<file path="src/rtl/hazard_pkg.sv">
// Shared types for the pipeline hazard controller: bus handshake structs,
// bus tracking states and default MDU latencies.
package hazard_pkg;

    localparam int DEF_MUL_LAT = 3;
    localparam int DEF_DIV_LAT = 32;
    localparam int MDU_CNT_W   = 6;

    typedef enum logic [1:0] {I_IDLE, I_WAIT, I_DROP} ibus_state_t;
    typedef enum logic [1:0] {D_IDLE, D_ADDR, D_DATA} dbus_state_t;

    typedef struct packed {
        logic        valid;
        logic [31:0] addr;
    } ibus_req_t;

    typedef struct packed {
        logic        addr_ok;
        logic        data_ok;
        logic [31:0] data;
    } ibus_resp_t;

    typedef struct packed {
        logic        valid;
        logic [31:0] addr;
        logic [3:0]  strobe;
        logic [31:0] data;
    } dbus_req_t;

    typedef struct packed {
        logic        addr_ok;
        logic        data_ok;
        logic [31:0] data;
    } dbus_resp_t;

    // $0 is hardwired, so a write to it never feeds a consumer.
    function automatic logic reg_hit(input logic [4:0] dst, input logic [4:0] src);
        return (dst != 5'd0) && (dst == src);
    endfunction

endpackage

</file>
<file path="src/rtl/hazard_fwd_sel.sv">
// Priority forwarding mux for one source operand; producer 0 is the youngest
// and wins over all older producers.
module fwd_sel
    import hazard_pkg::*;
#(
    parameter int NUM_SRC = 3
) (
    input  logic [4:0]                 i_src,
    input  logic [NUM_SRC-1:0]         i_en,
    input  logic [NUM_SRC-1:0][4:0]    i_dst,
    input  logic [NUM_SRC-1:0][31:0]   i_res,
    input  logic [31:0]                i_reg,
    output logic [31:0]                o_fwd
);

    // NOTE: o_fwd gets a default before the loop so no path leaves it unassigned (no latch).
    always_comb begin
        o_fwd = i_reg;
        for (int k = NUM_SRC - 1; k >= 0; k--) begin
            if (i_en[k] && reg_hit(i_dst[k], i_src)) begin
                o_fwd = i_res[k];
            end
        end
    end

endmodule

</file>
<file path="src/rtl/hazard_ctrl.sv">
// Five-stage pipeline hazard controller: forwarding, stall/bubble generation and
// ibus/dbus/MDU tracking. Define HAZARD_MDU_EN to include the MDU busy counter.
module hazard_ctrl
    import hazard_pkg::*;
#(
    parameter int NUM_RD  = 2,
    parameter int MUL_LAT = DEF_MUL_LAT,
    parameter int DIV_LAT = DEF_DIV_LAT
) (
    input  logic                     clk,
    input  logic                     reset,
    input  ibus_req_t                ireq,
    input  ibus_resp_t               iresp,
    input  dbus_req_t                dreq,
    input  dbus_resp_t               dresp,
    input  logic                     redirect,
    input  logic [NUM_RD-1:0][4:0]   srcD,
    input  logic [NUM_RD-1:0][4:0]   srcE,
    input  logic [NUM_RD-1:0]        useD,
    input  logic [NUM_RD-1:0][31:0]  vD,
    input  logic [NUM_RD-1:0][31:0]  vE,
    input  logic [4:0]               dstE,
    input  logic [4:0]               dstM,
    input  logic [4:0]               dstW,
    input  logic                     weE,
    input  logic                     weM,
    input  logic                     weW,
    input  logic                     loadE,
    input  logic                     loadM,
    input  logic [31:0]              resE,
    input  logic [31:0]              resM,
    input  logic [31:0]              resW,
    input  logic                     hiloD,
    input  logic                     mdu_start,
    input  logic                     mdu_div,
    output logic [NUM_RD-1:0][31:0]  fwdD,
    output logic [NUM_RD-1:0][31:0]  fwdE,
    output logic                     stall_f,
    output logic                     stall_d,
    output logic                     stall_e,
    output logic                     stall_m,
    output logic                     bubble_e,
    output logic                     bubble_w,
    output logic                     drop_i
);

    ibus_state_t r_istate;
    dbus_state_t r_dstate;
    logic        w_hilo_stall;
    logic        w_data_haz;
    logic        w_mem_wait;
    logic        w_fetch_wait;
    logic        w_unused_bus;

    assign w_unused_bus = &{1'b0, ireq.addr, iresp.addr_ok, iresp.data,
                            dreq.addr, dreq.strobe, dreq.data, dresp.data};

    for (genvar i = 0; i < NUM_RD; i++) begin : g_port
        fwd_sel #(.NUM_SRC(3)) u_fwd_d (
            .i_src (srcD[i]),
            .i_en  ({weW, weM & ~loadM, weE & ~loadE}),
            .i_dst ({dstW, dstM, dstE}),
            .i_res ({resW, resM, resE}),
            .i_reg (vD[i]),
            .o_fwd (fwdD[i])
        );
        fwd_sel #(.NUM_SRC(2)) u_fwd_e (
            .i_src (srcE[i]),
            .i_en  ({weW, weM & ~loadM}),
            .i_dst ({dstW, dstM}),
            .i_res ({resW, resM}),
            .i_reg (vE[i]),
            .o_fwd (fwdE[i])
        );
    end

`ifdef HAZARD_MDU_EN
    logic [MDU_CNT_W-1:0] r_mdu_cnt;

    // NOTE: sequential state uses non-blocking assignments only.
    always_ff @(posedge clk) begin
        if (reset) begin
            r_mdu_cnt <= '0;
        end else if (mdu_start) begin
            r_mdu_cnt <= mdu_div ? MDU_CNT_W'(DIV_LAT) : MDU_CNT_W'(MUL_LAT);
        end else if (r_mdu_cnt != '0) begin
            r_mdu_cnt <= r_mdu_cnt - MDU_CNT_W'(1);
        end
    end

    assign w_hilo_stall = hiloD && (r_mdu_cnt != '0);
`else
    logic w_unused_mdu;
    assign w_unused_mdu = &{1'b0, hiloD, mdu_start, mdu_div};
    assign w_hilo_stall = 1'b0;
`endif

    always_comb begin
        w_data_haz = w_hilo_stall;
        for (int i = 0; i < NUM_RD; i++) begin
            if (loadE && weE && reg_hit(dstE, srcD[i])) w_data_haz = 1'b1;
            if (useD[i] && loadM && weM && reg_hit(dstM, srcD[i])) w_data_haz = 1'b1;
        end
    end

    // The data_ok beat completes the transfer, so it releases the stall that cycle.
    assign w_mem_wait   = ((r_dstate != D_IDLE) || dreq.valid) && !dresp.data_ok;
    assign w_fetch_wait = (ireq.valid && !iresp.data_ok) || (r_istate == I_DROP);
    assign drop_i       = (r_istate == I_DROP) && iresp.data_ok;

    always_comb begin
        stall_f  = 1'b0;
        stall_d  = 1'b0;
        stall_e  = 1'b0;
        stall_m  = 1'b0;
        bubble_e = 1'b0;
        bubble_w = 1'b0;
        if (w_mem_wait) begin
            stall_f  = 1'b1;
            stall_d  = 1'b1;
            stall_e  = 1'b1;
            stall_m  = 1'b1;
            bubble_w = 1'b1;
        end else begin
            stall_f  = w_data_haz || w_fetch_wait;
            stall_d  = w_data_haz || w_fetch_wait;
            bubble_e = w_data_haz;
        end
    end

    always_ff @(posedge clk) begin
        if (reset) begin
            r_istate <= I_IDLE;
        end else begin
            case (r_istate)
                I_IDLE:  if (ireq.valid && !iresp.data_ok) r_istate <= I_WAIT;
                I_WAIT:  if (iresp.data_ok)                r_istate <= I_IDLE;
                         else if (redirect)                r_istate <= I_DROP;
                I_DROP:  if (iresp.data_ok)                r_istate <= I_IDLE;
                default: r_istate <= I_IDLE;
            endcase
        end
    end

    always_ff @(posedge clk) begin
        if (reset) begin
            r_dstate <= D_IDLE;
        end else if (dresp.data_ok) begin
            r_dstate <= D_IDLE;
        end else begin
            case (r_dstate)
                D_IDLE:  if (dresp.addr_ok)   r_dstate <= D_DATA;
                         else if (dreq.valid) r_dstate <= D_ADDR;
                D_ADDR:  if (dresp.addr_ok)   r_dstate <= D_DATA;
                D_DATA:  r_dstate <= D_DATA;
                default: r_dstate <= D_IDLE;
            endcase
        end
    end

endmodule
</file>
<file path="config.mk">
export PLATFORM = sky130hd
export DESIGN_NAME = hazard_ctrl
export DESIGN_NICKNAME = d
export VERILOG_FILES = /design/src/rtl/hazard_pkg.sv /design/src/rtl/hazard_fwd_sel.sv /design/src/rtl/hazard_ctrl.sv
export SDC_FILE = /design/constraint.sdc
export NUM_CORES = 1
export LEC_CHECK = 0
export ABC_AREA = 1
export BUFFER_PORTS_ARGS = -buffer_cell sky130_fd_sc_hd__buf_2
export CORE_AREA = 2 2 222 224
export DETAILED_ROUTE_END_ITERATION = 8
export DIE_AREA = 0 0 224 226
export GPL_TIMING_DRIVEN = 0
export REMOVE_ABC_BUFFERS = 1
export SYNTH_ARGS = -nofsm -noshare
export SYNTH_HDL_FRONTEND = slang
export SYNTH_HIERARCHICAL = 1
export SYNTH_SLANG_ARGS = --single-unit
</file>
<file path="constraint.sdc">
create_clock -name clk -period 2 [get_ports clk]
set_clock_uncertainty 0.2 [all_clocks]
set_input_delay 0.3 -clock clk [delete_from_list [all_inputs] [get_ports clk]]
set_output_delay 0.3 -clock clk [all_outputs]
set_load 0.01 [all_outputs]
</file>
After elaboration in Yosys (flattened, before gate mapping)
Index checks and enable logic that the tools add are counted.
{ "word_totals": {"out_inout_bits": 135, "in_bits": 442, "register_bits": 4} }
{ "op_classes": {"eq_ne": 19, "bitwise_logic": 4, "mux": 26, "reduce_logical": 46} }
{ "ops": {"columns": ["op", "count"], "rows": [
  ["32-bit 2-to-1 mux", 10],
  ["5-bit equality test", 10],
  ["1-bit logical AND", 32],
  ["5-bit nonzero test", 3],
  ["2-bit 2-to-1 mux", 7],
  ["2-bit case mux with 3 select lines", 2],
  ["1-bit 2-to-1 mux", 7],
  ["2-bit inequality test (second input constant)", 3],
  ["3-bit inequality test (second input constant)", 2],
  ["2-bit by 1-bit equality test with 1-bit output (second input constant)", 2],
  ["2-bit equality test (second input constant)", 2],
  ["2-bit zero test", 2],
  ["1-bit logical OR", 3],
  ["3-bit AND reduction", 1],
  ["1-bit AND", 2],
  ["1-bit zero test", 2],
  ["1-bit NOT", 2],
  ["2-bit AND reduction", 1],
  ["2-bit nonzero test", 1],
  ["2-bit OR reduction", 1]
]} }

Logic depth before layout (Yosys ltp)
Gate-level depths: netlist of run 1.
{ "depth": {"word_depth": 9, "depth_mapped": 11, "depth_no_buf": 10} }

Cells and area by module
Netlist of run 1, hierarchy kept.
{ "by_module_without_submodules": {"columns": ["module", "cells_per_inst", "seq_area_each_um2", "area_per_inst_um2", "n_inst"], "rows": [
  ["fwd_sel (g_port[0].u_fwd_d ...)", 400, 0.0, 1850.5, 2],
  ["fwd_sel (g_port[0].u_fwd_e ...)", 268, 0.0, 1383.8, 2],
  ["hazard_ctrl", 142, 80.1, 710.7, 1]
]} }

Least setup slack after synthesis of run 1
Ideal clock, no wire load.
{ "synth_timing": {"path_type": "register -> output", "start": "reg r_dstate[0]", "end": "out stall_f", "required_ns": 1.500, "t_arrival_ns": 1.401, "path_stages_with_launch": 7, "path_slack_ns": 0.099, "cell_sequence": "dfxtp_1 > inv_1 > ha_1 > a21oi_1 > nor2_1 > nand3_1 > buf_4"} }
{ "synth_via": {"elab_chain_len": 4} }
{ "synth_rtl": {"columns": ["item", "line", "rtl"], "rows": [
  ["start, declared", "hazard_ctrl.sv:48", "dbus_state_t r_dstate;"],
  ["start signal, assigned", "hazard_ctrl.sv:147", "r_dstate <= D_IDLE;"],
  ["start signal, assigned", "hazard_ctrl.sv:149", "r_dstate <= D_IDLE;"],
  ["start signal, assigned", "hazard_ctrl.sv:152", "D_IDLE: if (dresp.addr_ok) r_dstate <= D_DATA;"],
  ["2-bit nonzero test", "hazard_ctrl.sv:107", "assign w_mem_wait = ((r_dstate != D_IDLE) || dreq.valid) && !dresp.data_ok;"],
  ["1-bit logical OR", "hazard_ctrl.sv:107", null],
  ["1-bit logical AND", "hazard_ctrl.sv:107", null],
  ["1-bit 2-to-1 mux", null, null],
  ["end, declared", "hazard_ctrl.sv:38", "output logic stall_f,"]
]} }
No other way between the ends.

==> results.json, run 1 <==
{
  "antenna_left": 0,
  "fin_crit_sh": 1.203,
  "r2r-start": "r_dstate[0]",
  "cts_hold_buf": 0,
  "drt_iter0_markers": 1628,
  "min_path_type": "primary input to register",
  "cp-end-kind": "output pin",
  "worst_slack_ps": -405.7,
  "worst_setup_path_start_kind": "primary input",
  "drive_gt1_frac": 0.4097,
  "worstPathArrival_ps": 1910,
  "numPortBuffers": 408,
  "setup_viol": 128,
  "crit_fanout": 15,
  "rsz0062_at_grt": "yes",
  "clock_path_buffers": 2,
  "rows": 81,
  "sw_frac_of_total": 0.5665,
  "async_flop_share": 0,
  "firstDrtPassIters": 6,
  "worstSetupStartpoint": "dstM[1]",
  "status": "complete, but fails checks",
  "drc": 0,
  "place.gp.congestion": 0.8426,
  "hold_slack_ps": 91.88,
  "synth_ff_type": "dfxtp_1",
  "antenna_found_initial": 19,
  "yosysUniqueCellTypes": 29,
  "cts_made_buffers": 3,
  "cts_root_buf": "clkbuf_16",
  "finalMaxSlewViolations": 0,
  "hold_viol_final": 0,
  "clk_pin_slew_ps": 30,
  "ys_seq_elements": 4,
  "layout.nets": 2395,
  "overflow": 0,
  "seq_area_frac_synth": 0.01115,
  "max_freq_mhz": 415.7,
  "internal_power_uw": 1521,
  "syn_to_final_growth_pct": 83.57,
  "dp_hpwl_um": 33830,
  "io_pins": 577,
  "max_slew.worst_pin.slew_ps": 410.2,
  "yosys.area.top_type": "nand2_1",
  "clk_latency_ps": 230,
  "netlist_area_mm2": 0.007179,
  "p_seq_frac": 0.025,
  "leakagePower_uw": 0.006967,
  "dieArea_mm2": 0.05062,
  "avgSynthCellArea_um2": 4.858,
  "avgRoutedWirePerCell_um": 28.53,
  "hp-start": "reset",
  "power_density_mw_per_mm2": 266.2,
  "fin_tns_setup_ps": -38090,
  "tritoncts": "built",
  "min_period_ps": 2406,
  "violations": "negative setup slack",
  "netlist_instances": 1478,
  "vias_per_cell": 4.982,
  "post-synth-top-count-cell": "nand2_1",
  "p_switching_uw": 1987,
  "cts.sinks": 4,
  "wl_um": 73480,
  "final_core_util": 0.2726,
  "critPathKind": "primary input to output pin",
  "grt_max_degree": 35,
  "yosys.area.top_type_share": 0.2614,
  "core-area_mm2": 0.04834,
  "slew-limit-headroom": 0.7237,
  "grt_pass1_vias": 11920,
  "synth-warning-count": 6,
  "synthTopCellsByCount": "nand2_1 (500), nand3_1 (273), inv_1 (262)",
  "synth-edff-count": 0,
  "maxCapViolCount": 0,
  "dr_total_vias": 12830,
  "grt_pass1_wl_um": 93210,
  "ir_drop_v": 0.0001915,
  "pwr-share-clk": 0.089,
  "initial_core_util": 0.1485,
  "grtUsageTotal": 0.2663,
  "die_h_um": 226,
  "fillers": 5315,
  "die_w_um": 224,
  "cp_data_required_time_ps": 1500,
  "synth.area.top_cells": "nand2_1 (26%), nand3_1 (19%), inv_1 (14%), o21bai_1 (10%), a21oi_1 (5.0%)",
  "htreeDepth": 1,
  "comb_power_share": 0.886
}
[stage by stage]
step                setup slack [ps]  instance area [µm²]  cells  power, µW
floorplan                     -210.3                 6559   1391       1014
CTS                           -253.6                12590   2558       3293
finish                        -405.7                13180   2575       3508
detailed placement             -2032                 9599   2429       2046
global placement               -2027                 9379   2421       1992
global route                  -448.5                13170   2572       3675
[critical path, cell delays in order]
cell     delay [ps]
buf_6           160
inv_1            70
nand2_1          80
nand2_1          70
nor2_1          210
nand2_4         110
nor2_4          120
buf_12          180
buf_16          180
a21oi_2          70
nand2_1         110
nand2_2          90
buf_6           130
[cell type report]
class	instances	area, µm²	share of cell area
antenna	5	12.51	0.0009494
clock buffer	3	75.07	0.005696
sequential	4	80.08	0.006076
timing repair inverter	5	73.82	0.005601
tap	622	778.2	0.05905
multi-input combinational	1125	6768	0.5135
timing repair buffer	524	4219	0.3201
inverter	287	1172	0.08896
[kinds of logic (layout without fill, tap and decap cells)]
group           Yosys count  count (layout)  synth area share
buf+inv                 374             819            0.2365
compound gates          219             219            0.2158
xor+xnor                  8               8          0.009760
fa+ha+maj                 3               3          0.005229
simple gates            870             895            0.5216
other cells               0               5                 0
flops                     4               4           0.01115
[cell usage in the layout (no fill, tap or decap), drive strengths merged, types with 2 or more instances in the layout]
cell and count:
o21ai 11, buf 516, nor3 4, nand2 536, nand3 273, o21bai 128, inv 285, a21oi 77
diode 5, ha 3, clkinv 3, nand4 2, xor2 6, dfxtp 4, xnor2 2, clkinvlp 4
clkbuf 10, nor2 79
[path summary, 6_finish.rpt]
| path | end | slack, ps | depth (start not counted) |
|---|---|---|---|
| min reg2reg | r_dstate[0] | 300 | 2 |
| min | r_istate[1] | 90 | 2 |
| max reg2reg | r_dstate[1] | 470 | 5 |
| max | fwdD[23] | -410 | 13 |
[sequential cells by signal, indices dropped and copies added (netlist names)]
name and flops:
r_istate 2, r_dstate 2
[power groups by stage]
| stage | clock [µW] | sequential (µW) | combinational (µW) |
|---|---|---|---|
| final | 313 | 87.6 | 3110 |
| after global routing | 329 | 88.5 | 3260 |
| after CTS | 319 | 87.6 | 2890 |
| after detailed placement | 0 | 88.7 | 1960 |
| after global placement | 0 | 88.5 | 1900 |
| after floorplan | 0 | 88.1 | 926 |
[repair_timing]
action,4_1_cts,5_1_grt
gates cloned,38,7
hold endpoints to repair,0,0
setup buffers,88,5
pin swaps,114,71
endpoints found under the setup margin,130,130
resized for setup,293,81
[metal layers]
metal | vias to the layer above | global-route usage | wire (µm)
met5 | - | 0 | 101
met3 | 297 | 0.07989 | 8617
li1 | 5583 | - | -
met2 | 1110 | 0.4124 | 31080
met1 | 5822 | 0.3377 | 29200
met4 | 16 | 0.1237 | 4481
No activity file was read; power rests on OpenSTA's default activity.
==> run 2, diff against run 1 <==
--- a/config.mk
+++ b/config.mk
@@ -12,6 +12,7 @@
 export DIE_AREA = 0 0 224 226
 export GPL_TIMING_DRIVEN = 0
 export REMOVE_ABC_BUFFERS = 1
+export SKIP_CTS_REPAIR_TIMING = 1
 export SYNTH_ARGS = -nofsm -noshare
 export SYNTH_HDL_FRONTEND = slang
 export SYNTH_HIERARCHICAL = 1
==> results.json, run 2 (same netlist as run 1, synthesis figures left out) <==
{
  "initial_core_util": 0.1485,
  "final_cells": 2611,
  "final_common_cell": "nand2_1",
  "r2r-start": "r_dstate[0]",
  "cp_data_required_time_ps": 1500,
  "worstPathArrival_ps": 1870,
  "die_w_um": 224,
  "leakagePower_uw": 0.007467,
  "hold_viol_final": 0,
  "ir_drop_v": 0.0001848,
  "place_area_mm2": 0.009599,
  "slew-limit-headroom": 0.7628,
  "die_h_um": 226,
  "worstSetupStartpoint": "weM",
  "reg_top3": "r_dstate (2), r_istate (2)",
  "tritoncts": "built",
  "max_freq_mhz": 421.4,
  "violations": "negative setup slack",
  "place.gp.congestion": 0.8426,
  "io_pins": 577,
  "clock_path_buffers": 2,
  "worst_slack_ps": -373.1,
  "min_period_ps": 2373,
  "vias_per_cell": 5.022,
  "grt_pass1_vias": 9991,
  "avgRoutedWirePerCell_um": 30.17,
  "drc": 0,
  "crit_end": "fwdD[44]",
  "finalMaxSlewViolations": 0,
  "wl_um": 78770,
  "max_slew.worst_pin.slew_ps": 352.1,
  "r2r_slack_ps": 510,
  "overflow": 0,
  "p_total_uw": 3712,
  "antenna_found_initial": 17,
  "syn_to_final_growth_pct": 100.2,
  "cp-end-kind": "output pin",
  "dpl_worst_slack_ps": -2032,
  "maxCapViolCount": 0,
  "min_path_type": "primary input to register",
  "critPathKind": "primary input to output pin",
  "clk_pin_slew_ps": 30,
  "postLayoutCellArea_mm2": 0.01437,
  "rr_endpoint": "r_dstate[1]",
  "core-area_mm2": 0.04834,
  "dieArea_mm2": 0.05062,
  "grtUsageTotal": 0.1733,
  "grt_pass1_wl_um": 65290,
  "dp_hpwl_um": 33830,
  "rows": 81,
  "worst_setup_path_start_kind": "primary input",
  "fin_crit_sh": 1.187,
  "grt_max_degree": 36,
  "place_inst": 2429,
  "numPortBuffers": 408,
  "firstDrtPassIters": 6,
  "ff2ff_path_depth": 5,
  "final_cell_mix": "nand2_1 (405), buf_2 (354), inv_1 (250), nand3_1 (193), o21bai_1 (88)",
  "cts.sinks": 4,
  "setup_viol": 128,
  "layout.nets": 2424,
  "cts_root_buf": "clkbuf_16",
  "cts_made_buffers": 3,
  "rsz0062_at_grt": "yes",
  "crit_fanout": 16,
  "dr_total_vias": 13110,
  "final_core_util": 0.2973,
  "drive_gt1_frac": 0.4699,
  "htreeDepth": 1,
  "power_density_mw_per_mm2": 258.3,
  "antenna_left": 0,
  "drt_iter0_markers": 1874,
  "status": "complete, but fails checks",
  "clk_latency_ps": 220
}
==> run 2: per-stage QoR <==
stage	hold WS, ps	setup TNS, ps
floorplan	169.1	-22170
global placement	279.5	-226110
detailed placement	289.2	-228070
CTS	87.26	-228820
global route	99.45	-40780
finish	91.23	-34360
==> run 2: cell type report <==
cell class	count	area, µm²
multi-input combinational	1128	7371
sequential	4	81.33
antenna	12	30.03
fill	5211	33970
tap	622	778.2
clock buffer	3	75.07
inverter	287	1215
timing repair buffer	546	4647
timing repair inverter	9	175.2
==> run 2: worst min path at each step <==
stage	startpoint	cells past startpoint	slack, ps	to
after floorplan	reset	1	170	r_istate[1]
after global placement	r_istate[0]	2	280	r_istate[1]
after detailed placement	r_istate[0]	2	290	r_istate[1]
after CTS	reset	2	90	r_istate[1]
after global routing	reset	2	100	r_istate[1]
final	reset	2	90	r_istate[1]
==> run 2: power breakdown <==
part	internal [µW]	total, µW	switching [µW]
Sequential	85.1	87.8	2.73
Combinational	1260	3310	2060
Clock	255	312	56.5
Total	1600	3710	2110
==> run 2: routing by layer <==
metal | track usage | vias up | wire (µm)
met5 | 0 | - | 78
met4 | 0.05634 | 10 | 4131
met3 | 0.04072 | 275 | 9062
met2 | 0.2771 | 1149 | 34130
met1 | 0.2285 | 6026 | 31360
li1 | - | 5652 | -
==> run 2: worst max-delay path, stage by stage <==
cell     delay [ps]
buf_8            80
inv_4            30
nor2_4          170
buf_6           130
nand2_4          50
nor2_4          100
nand2_4          80
nor2_4          120
buf_12          190
buf_12          150
inv_12           60
nand3_1          90
nand2_1          70
nand2_1          70
buf_2           130
